**src/rtl/alu_pkg.sv**
```systemverilog
`default_nettype none
// ============================================================================
// Module      : alu_pkg
// Description : Operation codes and control-state type shared by the ALU
//               execution unit and its iterative multiplier.
// Revision    : 1.0 - initial release
// ============================================================================
package alu_pkg;

  localparam logic [3:0] OP_AND = 4'b0000;
  localparam logic [3:0] OP_OR  = 4'b0001;
  localparam logic [3:0] OP_ADD = 4'b0010;
  localparam logic [3:0] OP_SUB = 4'b0110;
  localparam logic [3:0] OP_MUL = 4'b1000;

  typedef enum logic [1:0] {
    IDLE = 2'd0,
    BUSY = 2'd1,
    DONE = 2'd2
  } alu_state_t;

endpackage
`default_nettype wire

```
**src/rtl/alu_iter_mul.sv**
```systemverilog
`default_nettype none
// ============================================================================
// Module      : alu_iter_mul
// Description : Shift-add multiplier, one bit of b per cycle over WIDTH cycles;
//               product holds the low WIDTH bits of a*b in the done cycle.
// Revision    : 1.0 - initial release
// ============================================================================
module alu_iter_mul #(
  parameter int WIDTH = 32
) (
  input  logic             clk,
  input  logic             reset,
  input  logic             start,
  input  logic [WIDTH-1:0] a,
  input  logic [WIDTH-1:0] b,
  output logic             busy,
  output logic             done,
  output logic [WIDTH-1:0] product
);

  localparam int             c_cw   = (WIDTH > 1) ? $clog2(WIDTH) : 1;
  localparam logic [c_cw-1:0] c_last = c_cw'(WIDTH - 1);

  logic             r_busy;
  logic [c_cw-1:0]  r_count;
  logic [WIDTH-1:0] r_mcand;
  logic [WIDTH-1:0] r_mplier;
  logic [WIDTH-1:0] r_acc;
  logic [WIDTH-1:0] w_partial;
  logic [WIDTH-1:0] w_sum;

  assign w_partial = r_mplier[0] ? r_mcand : '0;
  assign w_sum     = r_acc + w_partial;

  always_ff @(posedge clk) begin
    if (reset) begin
      r_busy   <= 1'b0;
      r_count  <= '0;
      r_mcand  <= '0;
      r_mplier <= '0;
      r_acc    <= '0;
    end else if (start) begin
      r_busy   <= 1'b1;
      r_count  <= '0;
      r_mcand  <= a;
      r_mplier <= b;
      r_acc    <= '0;
    end else if (r_busy) begin
      r_acc    <= w_sum;
      r_mcand  <= r_mcand << 1;
      r_mplier <= r_mplier >> 1;
      r_count  <= r_count + 1'b1;
      if (r_count == c_last) begin
        r_busy <= 1'b0;
      end
    end
  end

  // The last bit's partial sum is presented combinationally so the caller
  // can register the full product on the same edge that ends the run.
  assign busy    = r_busy;
  assign done    = r_busy && (r_count == c_last);
  assign product = w_sum;

endmodule
`default_nettype wire

```
**src/rtl/alu_exec_unit.sv**
```systemverilog
`default_nettype none
// ============================================================================
// Module      : alu_exec_unit
// Description : Registered ALU stage with valid/ready handshake and flush.
//               Define ALU_EXEC_MUL_EN to add the iterative multiplier.
// Revision    : 1.0 - initial release
// ============================================================================
module alu_exec_unit
  import alu_pkg::*;
#(
  parameter int WIDTH = 32
) (
  input  logic             clk,
  input  logic             reset,
  input  logic             in_valid,
  output logic             in_ready,
  input  logic [3:0]       operation,
  input  logic [WIDTH-1:0] op_a,
  input  logic [WIDTH-1:0] op_b,
  input  logic             flush,
  output logic             out_valid,
  input  logic             out_ready,
  output logic [WIDTH-1:0] result,
  output logic             zero
);

  alu_state_t       r_state;
  alu_state_t       w_state_next;
  alu_state_t       w_start_state;
  logic             w_in_ready;
  logic             w_accept;
  logic             w_alu_load;
  logic             w_mul_load;
  logic [WIDTH-1:0] w_mul_product;
  logic [WIDTH-1:0] w_alu;
  logic [WIDTH-1:0] r_result;

  assign w_accept = in_valid && w_in_ready;

`ifdef ALU_EXEC_MUL_EN
  logic w_is_mul;
  logic w_mul_busy;
  logic w_mul_done;
  logic w_mul_clr;

  assign w_is_mul      = (operation == OP_MUL);
  assign w_start_state = w_is_mul ? BUSY : DONE;
  assign w_alu_load    = w_accept && !w_is_mul;
  assign w_mul_clr     = reset || flush;
  assign w_mul_load    = (r_state == BUSY) && w_mul_done && !flush;

  alu_iter_mul #(
    .WIDTH (WIDTH)
  ) u_mul (
    .clk     (clk),
    .reset   (w_mul_clr),
    .start   (w_accept && w_is_mul),
    .a       (op_a),
    .b       (op_b),
    .busy    (w_mul_busy),
    .done    (w_mul_done),
    .product (w_mul_product)
  );
`else
  assign w_start_state = DONE;
  assign w_alu_load    = w_accept;
  assign w_mul_load    = 1'b0;
  assign w_mul_product = '0;
`endif

  always_comb begin
    case (operation)
      OP_AND:  w_alu = op_a & op_b;
      OP_OR:   w_alu = op_a | op_b;
      OP_ADD:  w_alu = op_a + op_b;
      default: w_alu = op_a - op_b;
    endcase
  end

  always_ff @(posedge clk) begin
    if (reset) begin
      r_state <= IDLE;
    end else begin
      r_state <= w_state_next;
    end
  end

  always_comb begin
    w_state_next = r_state;
    if (flush) begin
      w_state_next = IDLE;
    end else begin
      case (r_state)
        IDLE: begin
          if (w_accept) w_state_next = w_start_state;
        end
`ifdef ALU_EXEC_MUL_EN
        BUSY: begin
          // Losing busy without done means the multiplier was cleared; recover.
          if (w_mul_done)       w_state_next = DONE;
          else if (!w_mul_busy) w_state_next = IDLE;
        end
`endif
        DONE: begin
          if (out_ready) w_state_next = w_accept ? w_start_state : IDLE;
        end
        default: w_state_next = IDLE;
      endcase
    end
  end

  always_comb begin
    w_in_ready = 1'b0;
    out_valid  = 1'b0;
    if (!reset && !flush) begin
      w_in_ready = (r_state == IDLE) || ((r_state == DONE) && out_ready);
    end
    if (r_state == DONE) begin
      out_valid = 1'b1;
    end
  end

  assign in_ready = w_in_ready;

  always_ff @(posedge clk) begin
    if (reset) begin
      r_result <= '0;
    end else if (w_alu_load) begin
      r_result <= w_alu;
    end else if (w_mul_load) begin
      r_result <= w_mul_product;
    end
  end

  assign result = r_result;
  assign zero   = (r_result == '0);

endmodule
`default_nettype wire

```
**config.mk**
```make
export PLATFORM = sky130hd
export DESIGN_NAME = alu_exec_unit
export DESIGN_NICKNAME = d
export VERILOG_FILES = /design/src/rtl/alu_pkg.sv /design/src/rtl/alu_iter_mul.sv /design/src/rtl/alu_exec_unit.sv
export SDC_FILE = /design/constraint.sdc
export NUM_CORES = 1
export LEC_CHECK = 0
export CORE_ASPECT_RATIO = 0.75
export CORE_MARGIN = 2
export CORE_UTILIZATION = 52
export CTS_BUF_LIST = sky130_fd_sc_hd__clkbuf_8
export CTS_CLUSTER_DIAMETER = 60
export DETAILED_ROUTE_END_ITERATION = 10
export PLACE_DENSITY = 0.84
export REMOVE_ABC_BUFFERS = 1
export SYNTH_ARGS = -nofsm -noshare
export SYNTH_HDL_FRONTEND = slang
export SYNTH_SLANG_ARGS = --single-unit
```
**constraint.sdc**
```tcl
create_clock -name clk -period 5.55 [get_ports clk]
set_clock_uncertainty 0.15 [all_clocks]
set_input_delay 1.665 -clock clk [delete_from_list [all_inputs] [get_ports clk]]
set_output_delay 1.665 -clock clk [all_outputs]
set_load 0.02 [all_outputs]
```
Yosys cells after proc, flatten, opt, wreduce, memory -nomap -nowiden

Cells that the tools add are included.

Input port bits: 73
Logic and storage cells: 29
Register bits: 34
Output and inout port bits: 35

Mux-type cells: 7
Reduce and logical (&&, ||, !) cells: 11
Add/subtract/negate cells: 2
Equality and inequality tests: 5
Bitwise gates (word level): 2

Operators with widths:

| kind               | count |
|---|---|
| $pmux 32 s3        | 1 |
| $add 32x32->32     | 1 |
| $and 32x32->32     | 1 |
| $logic_not 32->1   | 1 |
| $or 32x32->32      | 1 |
| $sub 32x32->32     | 1 |
| $mux 2             | 3 |
| $eq 4x1->1 const B | 1 |
| $eq 4x2->1 const B | 1 |
| $logic_not 4->1    | 1 |
| $ne 2x2->1 const B | 2 |
| $pmux 2 s2         | 1 |
| $logic_and 1x1->1  | 3 |
| $eq 2x2->1 const B | 1 |
| $logic_not 1->1    | 2 |
| $logic_not 2->1    | 1 |
| $mux 1             | 2 |
| $reduce_and 2->1   | 1 |
| $reduce_or 2->1    | 1 |
| $logic_or 1x1->1   | 1 |

Longest topological paths before layout

Gate-level depths: netlist of the first run.

Word-level depth: 8
Mapped depth: 17

Least setup slack after synthesis of the first run

No wires, ideal clock.

Path kind: input to register
From: input op_b[5]
To: register r_result[25] (netlist: result[25])
Cell stages on the path: 15
Required time: 5.270 ns
Data arrival time: 4.726 ns
Setup slack: 0.543 ns
Path through: or3_1 -> nand2b_1 -> nor3_2 -> nand2_1 -> o41ai_1 -> xnor2_1 -> ha_1 -> clkbuf_1 -> a21oi_1 -> nand2b_1 -> o32a_1 -> a211o_1 -> a41o_1 -> xnor2_1 -> o21ai_0

Cells in the longest elaborated chain, start to end: 2
Elaborated cells between the ends (all ways): 3
Classes of those cells: add/sub (2); mux (1)

RTL lines:

| element                                          | RTL line                                 | source |
|---|---|---|
| start: declaration                               | alu_exec_unit.sv:19                      | `input logic [WIDTH-1:0] op_b,` |
| $sub 32x32->32 or $add 32x32->32 (tied branches) | alu_exec_unit.sv:76, alu_exec_unit.sv:75 |  |
| $pmux 32 s3 *                                    | alu_exec_unit.sv:72                      | `case (operation)` |
| end signal: assignment                           | alu_exec_unit.sv:129                     | `r_result <= w_alu;` |
| end signal: assignment                           | alu_exec_unit.sv:131                     | `r_result <= w_mul_product;` |
| end: declaration                                 | alu_exec_unit.sv:36                      | `logic [WIDTH-1:0] r_result;` |

Every way passes the cells marked *; elsewhere a longest branch is shown, timed or not.
A chain may end at the register's enable or synchronous reset.

Final worst setup path of the first run

From: input op_b[5]
To: register r_result[28] (netlist: result[28])

The elaborated chain is that of the path after synthesis.

==> summary.txt, run 1 <==
Floorplan
  • Ports: about 110
  • Initial cell density of the core: between 50 and 60%
  • Die area: between 9000 and 10000 µm²
  • Row cnt: 28
  • Chip width: ~110 µm
  • Core area: between 7000 and 8000 µm²
  • Die H: 83.10 µm

Power and ir drop
  • Sw Pwr: around 0.46 mW
  • Int Pwr: 0.6921 mW
  • Peak VDD IR: around 0.00012 V
  • Sw frac: between 30 and 40%
  • Clk pwr share: between 20% and 30%
  • Power Density: 187.1 nW/µm²
  • Power share of the sequential group: roughly a quarter
  • Lkg Pwr: roughly 2.4 nW
  • Comb power frac: approximately 55%

Clocking
  • CTS Sinks: 33
  • Total CTS buffers: 5
  • CTS tree: done
  • Post-CTS setup buffer count: 0
  • Worst-Skew Late Latency: approximately 0.29 ns
  • H-tree depth: 2
  • Max Buffers Root-to-Sink: 2
  • Clk root buf: clkbuf_8
  • Clock slew at reported path FFs: about 0.08 ns
  • # hold bufs at CTS: 0

Critical path
  • Worst r2r src: r_state[1]$_SDFFE_PP0P_
  • CP cell instances: clkdlybuf4s50_1, or3_1, nand2b_1, nor2_1, nand2_1, o31ai_1, xnor2_1, ha_1, a2111oi_1, o21ai_0, a2bb2oi_1, o41a_1, a31oi_1, xnor2_1, o21ai_0
  • Crit path max fanout: 4
  • WS Path Type: in2reg
  • Worst Setup SP: op_b[5]
  • Element type at the critical path end: flop
  • Worst Path Required: approximately 5.6 ns
  • CP Launch Type: input port
  • Crit-path max cell delay: around 0.44 ns
  • Slowest cell on the critical path: a2111oi_1
  • Worst path arrival time: approximately 5.4 ns

Layout
  • P&R area growth vs syn: 41.79%
  • Design area: approximately 6200 µm²
  • N_diodes: 0
  • FILL cells: ~630
  • Layout cells sized above 1: about an eighth
  • Final nets: about 880

Place
  • Post-DP HPWL: approximately 13000 µm
  • Gpl congestion: 1.005
  • I/O Buffers: about 110
  • DP Area: 6011 µm²

STA
  • Setup_tns: 0 ns
  • Final cycle utilization of the critical path: a little over nine tenths
  • Fmax: roughly 190 MHz
  • Slew Limit Headroom: between 40% and 50%
  • Min cycle time layout: between 5 and 6 ns
  • Final hold vios: 0
  • Final setup fails: 0
  • Worst-Margin Slew: around 0.75 ns
  • RSZ-0062 raised after global routing: false
  • Hold Worst Slack: 0.3351 ns
  • Max-slew violations: 0

Hold path
  • Hold/Removal Path Class: reg2reg
  • Worst hold path startpoint: result[8]$_SDFFE_PP0P_

Global route
  • GRT overflow: 0
  • Global-route wire length before repair: about 27000 µm
  • Initial antenna violation count: 0
  • Total GRT Usage: 36.88%
  • Largest net degree at the start of global routing: between 50 and 60
  • Vias in the first global route: 5187

Routing
  • Wire per inst: 19.59 µm
  • DR iter-0 viols: between 500 and 600
  • ANT nets after route: 0
  • Initial DRT Pass Iterations: 5
  • Routed via count: 5637
  • Vias per cell: about 6.4
  • Drt total wl: ~17000 µm
  • Drt drc: 0

Synthesis
  • EDFF count, synth: 0
  • Unique masters post-synth: 64
  • Synthesized area per cell: between 7 and 8 µm²
  • Cells after Synth: around 620
  • Area leader, netlist: dfxtp_1
  • Synth async-reset ratio: 0%
  • Primary FF master, synth: dfxtp_1
  • Syn Std Cell Area: about 4300 µm²
  • Yosys top cell area share: ~15%
  • Yosys Warn Count: 0
  • Sequential fraction of the synthesis area: around 15%
  • Synthesized flop and latch total: 33
  • Largest cells by area after synthesis: dfxtp_1 (15%), ha_1 (11%), a21oi_1 (9.3%)

Outcome
  • Status: finished clean

Run
  • MaxCap Viol Count: 0
logic make-up (layout without fill, tap and decap cells):
kind of cell / after synthesis / count (layout) / synth area share [%]
fa+ha+maj: 48 / 48 / 13.50
buf+inv: 51 / 208 / 4.500
flops: 33 / 33 / 15.23
xor+xnor: 53 / 53 / 10.70
compound gates: 219 / 219 / 30.81
mux: 5 / 5 / 1.154
simple gates: 206 / 206 / 24.11
power groups by stage:
stage / Sequential, mW / Combinational, mW / Clock (mW)
floorplan: 0.294 / 0.308 / 0
global placement: 0.277 / 0.598 / 0
detailed placement: 0.278 / 0.607 / 0
CTS: 0.272 / 0.612 / 0.247
global route: 0.275 / 0.673 / 0.257
finish: 0.273 / 0.630 / 0.248
final timing paths:
check | cells past startpoint | endpoint | slack (ns)
worst max-delay path | 15 | result[28]$_SDFFE_PP0P_ | 0.15
worst min-delay path | 2 | result[8]$_SDFFE_PP0P_ | 0.34
worst max register to register | 7 | result[30]$_SDFFE_PP0P_ | 2.89
worst min register to register | 2 | result[8]$_SDFFE_PP0P_ | 0.34
per-stage QoR:
| step | power (mW) | worst slack, ns | utilization [%] | cells |
|---|---|---|---|---|
| global route | 1.205 | 0.01608 | 77.01 | 877 |
| global placement | 0.8750 | -0.06466 | 75.25 | 869 |
| finish | 1.151 | 0.1495 | 77.01 | 877 |
| floorplan | 0.6014 | -0.2466 | - | 578 |
| detailed placement | 0.8846 | -0.02277 | 75.25 | 869 |
| CTS | 1.132 | 0.2543 | 76.71 | 877 |
registers in the layout, indices dropped and copies added (netlist names):
signal   cells
r_state      1
result      32
layout by cell type, fill, tap and decap left out, types with 4 or more instances in the layout:
cell type / netlist / routed
o21ai_0: 51 / 51
clkbuf_8: 0 / 6
a21oi_1: 81 / 81
nor2_1: 64 / 64
clkdlybuf4s50_1: 0 / 106
buf_4: 0 / 78
a31oi_1: 10 / 10
dfxtp_1: 33 / 33
a22oi_1: 5 / 5
nand2_1: 40 / 40
xor2_1: 28 / 28
nand3_1: 11 / 11
nor4_1: 13 / 12
xnor2_1: 25 / 25
o22ai_1: 7 / 7
a211oi_1: 13 / 13
a21o_1: 9 / 9
maj3_1: 9 / 9
inv_1: 14 / 15
o21a_1: 6 / 6
nand2b_1: 6 / 6
o21bai_1: 5 / 5
mux2i_1: 5 / 5
ha_1: 38 / 38
nand4_1: 13 / 13
or4_1: 6 / 6
or3_1: 4 / 4
o31ai_1: 6 / 6
nor3_1: 25 / 23
area by class of cell:
| type | count | area [µm²] | share of cell area [%] |
|---|---|---|---|
| Inverter | 14 | 52.55 | 0.8544 |
| Clock inverter | 2 | 33.78 | 0.5492 |
| Sequential cell | 33 | 660.6 | 10.74 |
| Tap cell | 105 | 131.4 | 2.136 |
| Clock buffer | 6 | 82.58 | 1.343 |
| Multi-Input combinational cell | 531 | 3518 | 57.20 |
| Timing Repair Buffer | 186 | 1672 | 27.18 |
repair_timing:
| item | in CTS | in global routing |
|---|---|---|
| gates resized for setup | 0 | 5 |
| endpoints found under the setup margin | 0 | 3 |
| hold endpoints to repair | 0 | 0 |
critical path: cells and delay by family:
family          cells  cell delay [ns]
fa+ha+maj           1             0.23
compound gates      7             1.85
xor+xnor            2             0.32
buf+inv             1             0.42
simple gates        4             0.94
synthesized netlist by cell type (7+ instances only):
| cell | n |
|---|---|
| nand2_1 | 40 |
| o22ai_1 | 7 |
| maj3_1 | 9 |
| ha_1 | 38 |
| nor2_1 | 64 |
| xnor2_1 | 25 |
| a21oi_1 | 81 |
| dfxtp_1 | 33 |
| nand3_1 | 11 |
| nor3_1 | 25 |
| clkbuf_1 | 32 |
| nand4_1 | 13 |
| inv_1 | 14 |
| o21ai_0 | 51 |
| xor2_1 | 28 |
| a31oi_1 | 10 |
| nor4_1 | 13 |
| a21o_1 | 9 |
| a211oi_1 | 13 |
layer usage:
metal,global-route usage [%],vias up,share of wire [%]
li1,-,2616,-
met1,53.84,2596,43
met2,55.56,394,42
met3,7.378,31,13
met4,7.825,0,1.7
met5,0,-,0
Note: power is estimated with default switching activity, not from simulation.
==> run 2, diff against run 1 <==
CORE_UTILIZATION = 51   (was 52)
CTS_BUF_LIST = sky130_fd_sc_hd__clkbuf_16   (was sky130_fd_sc_hd__clkbuf_8)
HOLD_SLACK_MARGIN = 0.05   (was not set)
PLACE_DENSITY = 0.81   (was 0.84)
==> run 2 against run 1 <==
- sequential power is essentially flat
- critical endpoint unchanged
- routed wire length shrank 1.4%
- final area shrank 1.0%
- worst hold slack gained 0.010 ns
- count of clock-buffer cells in the layout shrank 1
- clock power grew 15%
- utilization shrank 4.1 points
- critical path type unchanged
==> summary.txt, run 2 (synthesis results as in run 1) <==
Floorplan
  • Ports: roughly 110
  • Row cnt: 29
  • Die H: about 84 µm
  • Core area: 8346 µm²
  • Die area: ~9300 µm²
  • Initial cell density of the core: 51.98%
  • Chip width: around 110 µm

STA
  • Setup_tns: 0 ns
  • Final setup fails: 0
  • Hold Worst Slack: 0.3452 ns
  • Slew Limit Headroom: between 50% and 60%
  • Worst-Margin Slew: between 0.6 and 0.7 ns
  • Max-slew violations: 0
  • Final cycle utilization of the critical path: a little over nine tenths
  • Final hold vios: 0
  • Min cycle time layout: between 5 and 6 ns
  • Fmax: about 190 MHz
  • Final Worst Setup Slack: between 0.15 and 0.2 ns
  • RSZ-0062 raised after global routing: false

Power and ir drop
  • Lkg Pwr: 2.352 nW
  • Peak VDD IR: 0.0001174 V
  • Final Total Pwr: 1.171 mW
  • Power Density: about 190 nW/µm²

Hold path
  • Hold path endpoint: result[8]$_SDFFE_PP0P_
  • Worst hold path startpoint: result[8]$_SDFFE_PP0P_
  • Worst hold stages: 2
  • Hold/Removal Path Class: reg2reg

Clocking
  • Clk root buf: clkbuf_16
  • CTS Sinks: 33
  • Resize count post-CTS: 0
  • Total CTS buffers: 5
  • Post-CTS setup buffer count: 0
  • Clock slew at reported path FFs: around 0.06 ns
  • Worst-Skew Late Latency: around 0.29 ns
  • CTS tree: done
  • # hold bufs at CTS: 0
  • Max Buffers Root-to-Sink: 2
  • H-tree depth: 2

Layout
  • Final nets: 872
  • Design area: ~6100 µm²
  • Max reg flops: 32
  • Most frequent cells in the layout: clkdlybuf4s50_1 (106), a21oi_1 (80), buf_4 (67)
  • Layout Cells excl Fill: between 800 and 900
  • P&R area growth vs syn: 40.35%
  • Layout cells sized above 1: 12.09%
  • Final core occ: between 70 and 80%
  • FILL cells: 710
  • Commonest non-fill, non-tap cell in the layout: clkdlybuf4s50_1
  • N_diodes: 0

Critical path
  • Worst Path Required: ~5.6 ns
  • Worst path arrival time: 5.38 ns
  • Worst r2r path cells: 9
  • Worst r2r src: r_state[1]$_SDFFE_PP0P_
  • Element type at the critical path end: flop
  • FF-to-FF End: result[29]$_SDFFE_PP0P_
  • WS Path Type: in2reg
  • CP Launch Type: input port
  • Crit path max fanout: 7
  • R2r setup slk: around 3.0 ns

Routing
  • DR iter-0 viols: a little over 500
  • Routed via count: between 5k and 6k
  • Vias per cell: ~6.4
  • ANT nets after route: 0
  • Wire per inst: roughly 20 µm
  • Drt drc: 0
  • Initial DRT Pass Iterations: 5
  • Drt total wl: 16940 µm

Place
  • Post-DP HPWL: approximately 13000 µm
  • Gpl congestion: about 0.99
  • Placed insts: 861
  • DP Area: between 5000 and 6000 µm²
  • Worst slack, placed: -0.05472 ns
  • I/O Buffers: ~110

Global route
  • Largest net degree at the start of global routing: 56
  • Initial antenna violation count: 0
  • Total GRT Usage: about 35%
  • GRT overflow: 0
  • Vias in the first global route: 5150
  • Global-route wire length before repair: roughly 27000 µm

Outcome
  • Status: finished clean

Run
  • MaxCap Viol Count: 0
-- run 2: final cells by class --
type | count | area, µm² | area share, %
multi-input cells | 531 | 3512 | 57.69
repair buffers | 175 | 1589 | 26.10
flip-flops and latches | 33 | 660.6 | 10.85
well taps | 108 | 135.1 | 2.219
clock buffers | 5 | 125.1 | 2.055
inverters | 14 | 52.55 | 0.8631
clock inverters | 3 | 13.76 | 0.2261
-- run 2: worst max path at each step --
stage                 start                       to  slack, ns  depth (start not counted)
6_report       operation[1]  result[28]$_SDFFE_PP0P_       0.19                         13
5_1_grt             op_b[5]  result[26]$_SDFFE_PP0P_      0.007                         18
4_1_cts             op_b[5]  result[30]$_SDFFE_PP0P_       0.23                         17
3_3_place_gp       op_b[12]  result[27]$_SDFFE_PP0P_      -0.05                         13
3_5_place_dp       op_b[12]  result[27]$_SDFFE_PP0P_      -0.05                         13
2_1_floorplan     out_ready  result[27]$_SDFFE_PP0P_      -0.25                          5
-- run 2: worst max-delay path: stages --
cell,delay [ns]
clkdlybuf4s50_1,0.54
or4b_2,0.70
nand2_1,0.10
o21ai_0,0.16
fa_1,0.48
a21o_1,0.20
a221oi_1,0.37
buf_4,0.20
a2bb2oi_1,0.28
o41a_1,0.27
a31oi_1,0.17
xnor2_1,0.16
o21ai_0,0.08
-- run 2: power by group --
part	internal, mW	switching, mW	total, mW
Sequential	0.255	0.0177	0.273
Combinational	0.282	0.330	0.612
Clock	0.163	0.122	0.286
Total	0.701	0.470	1.17
-- run 2: routing by layer --
layer / vias to the layer above / part of all wire (%) / GRT usage [%] / wire length, µm
met2: 350 / 43 / 54.66 / 7227
met5: - / 0 / 0 / 0
li1: 2590 / - / - / -
met3: 32 / 11 / 5.229 / 1869
met1: 2589 / 45 / 51.60 / 7538
met4: 0 / 1.8 / 9.205 / 303
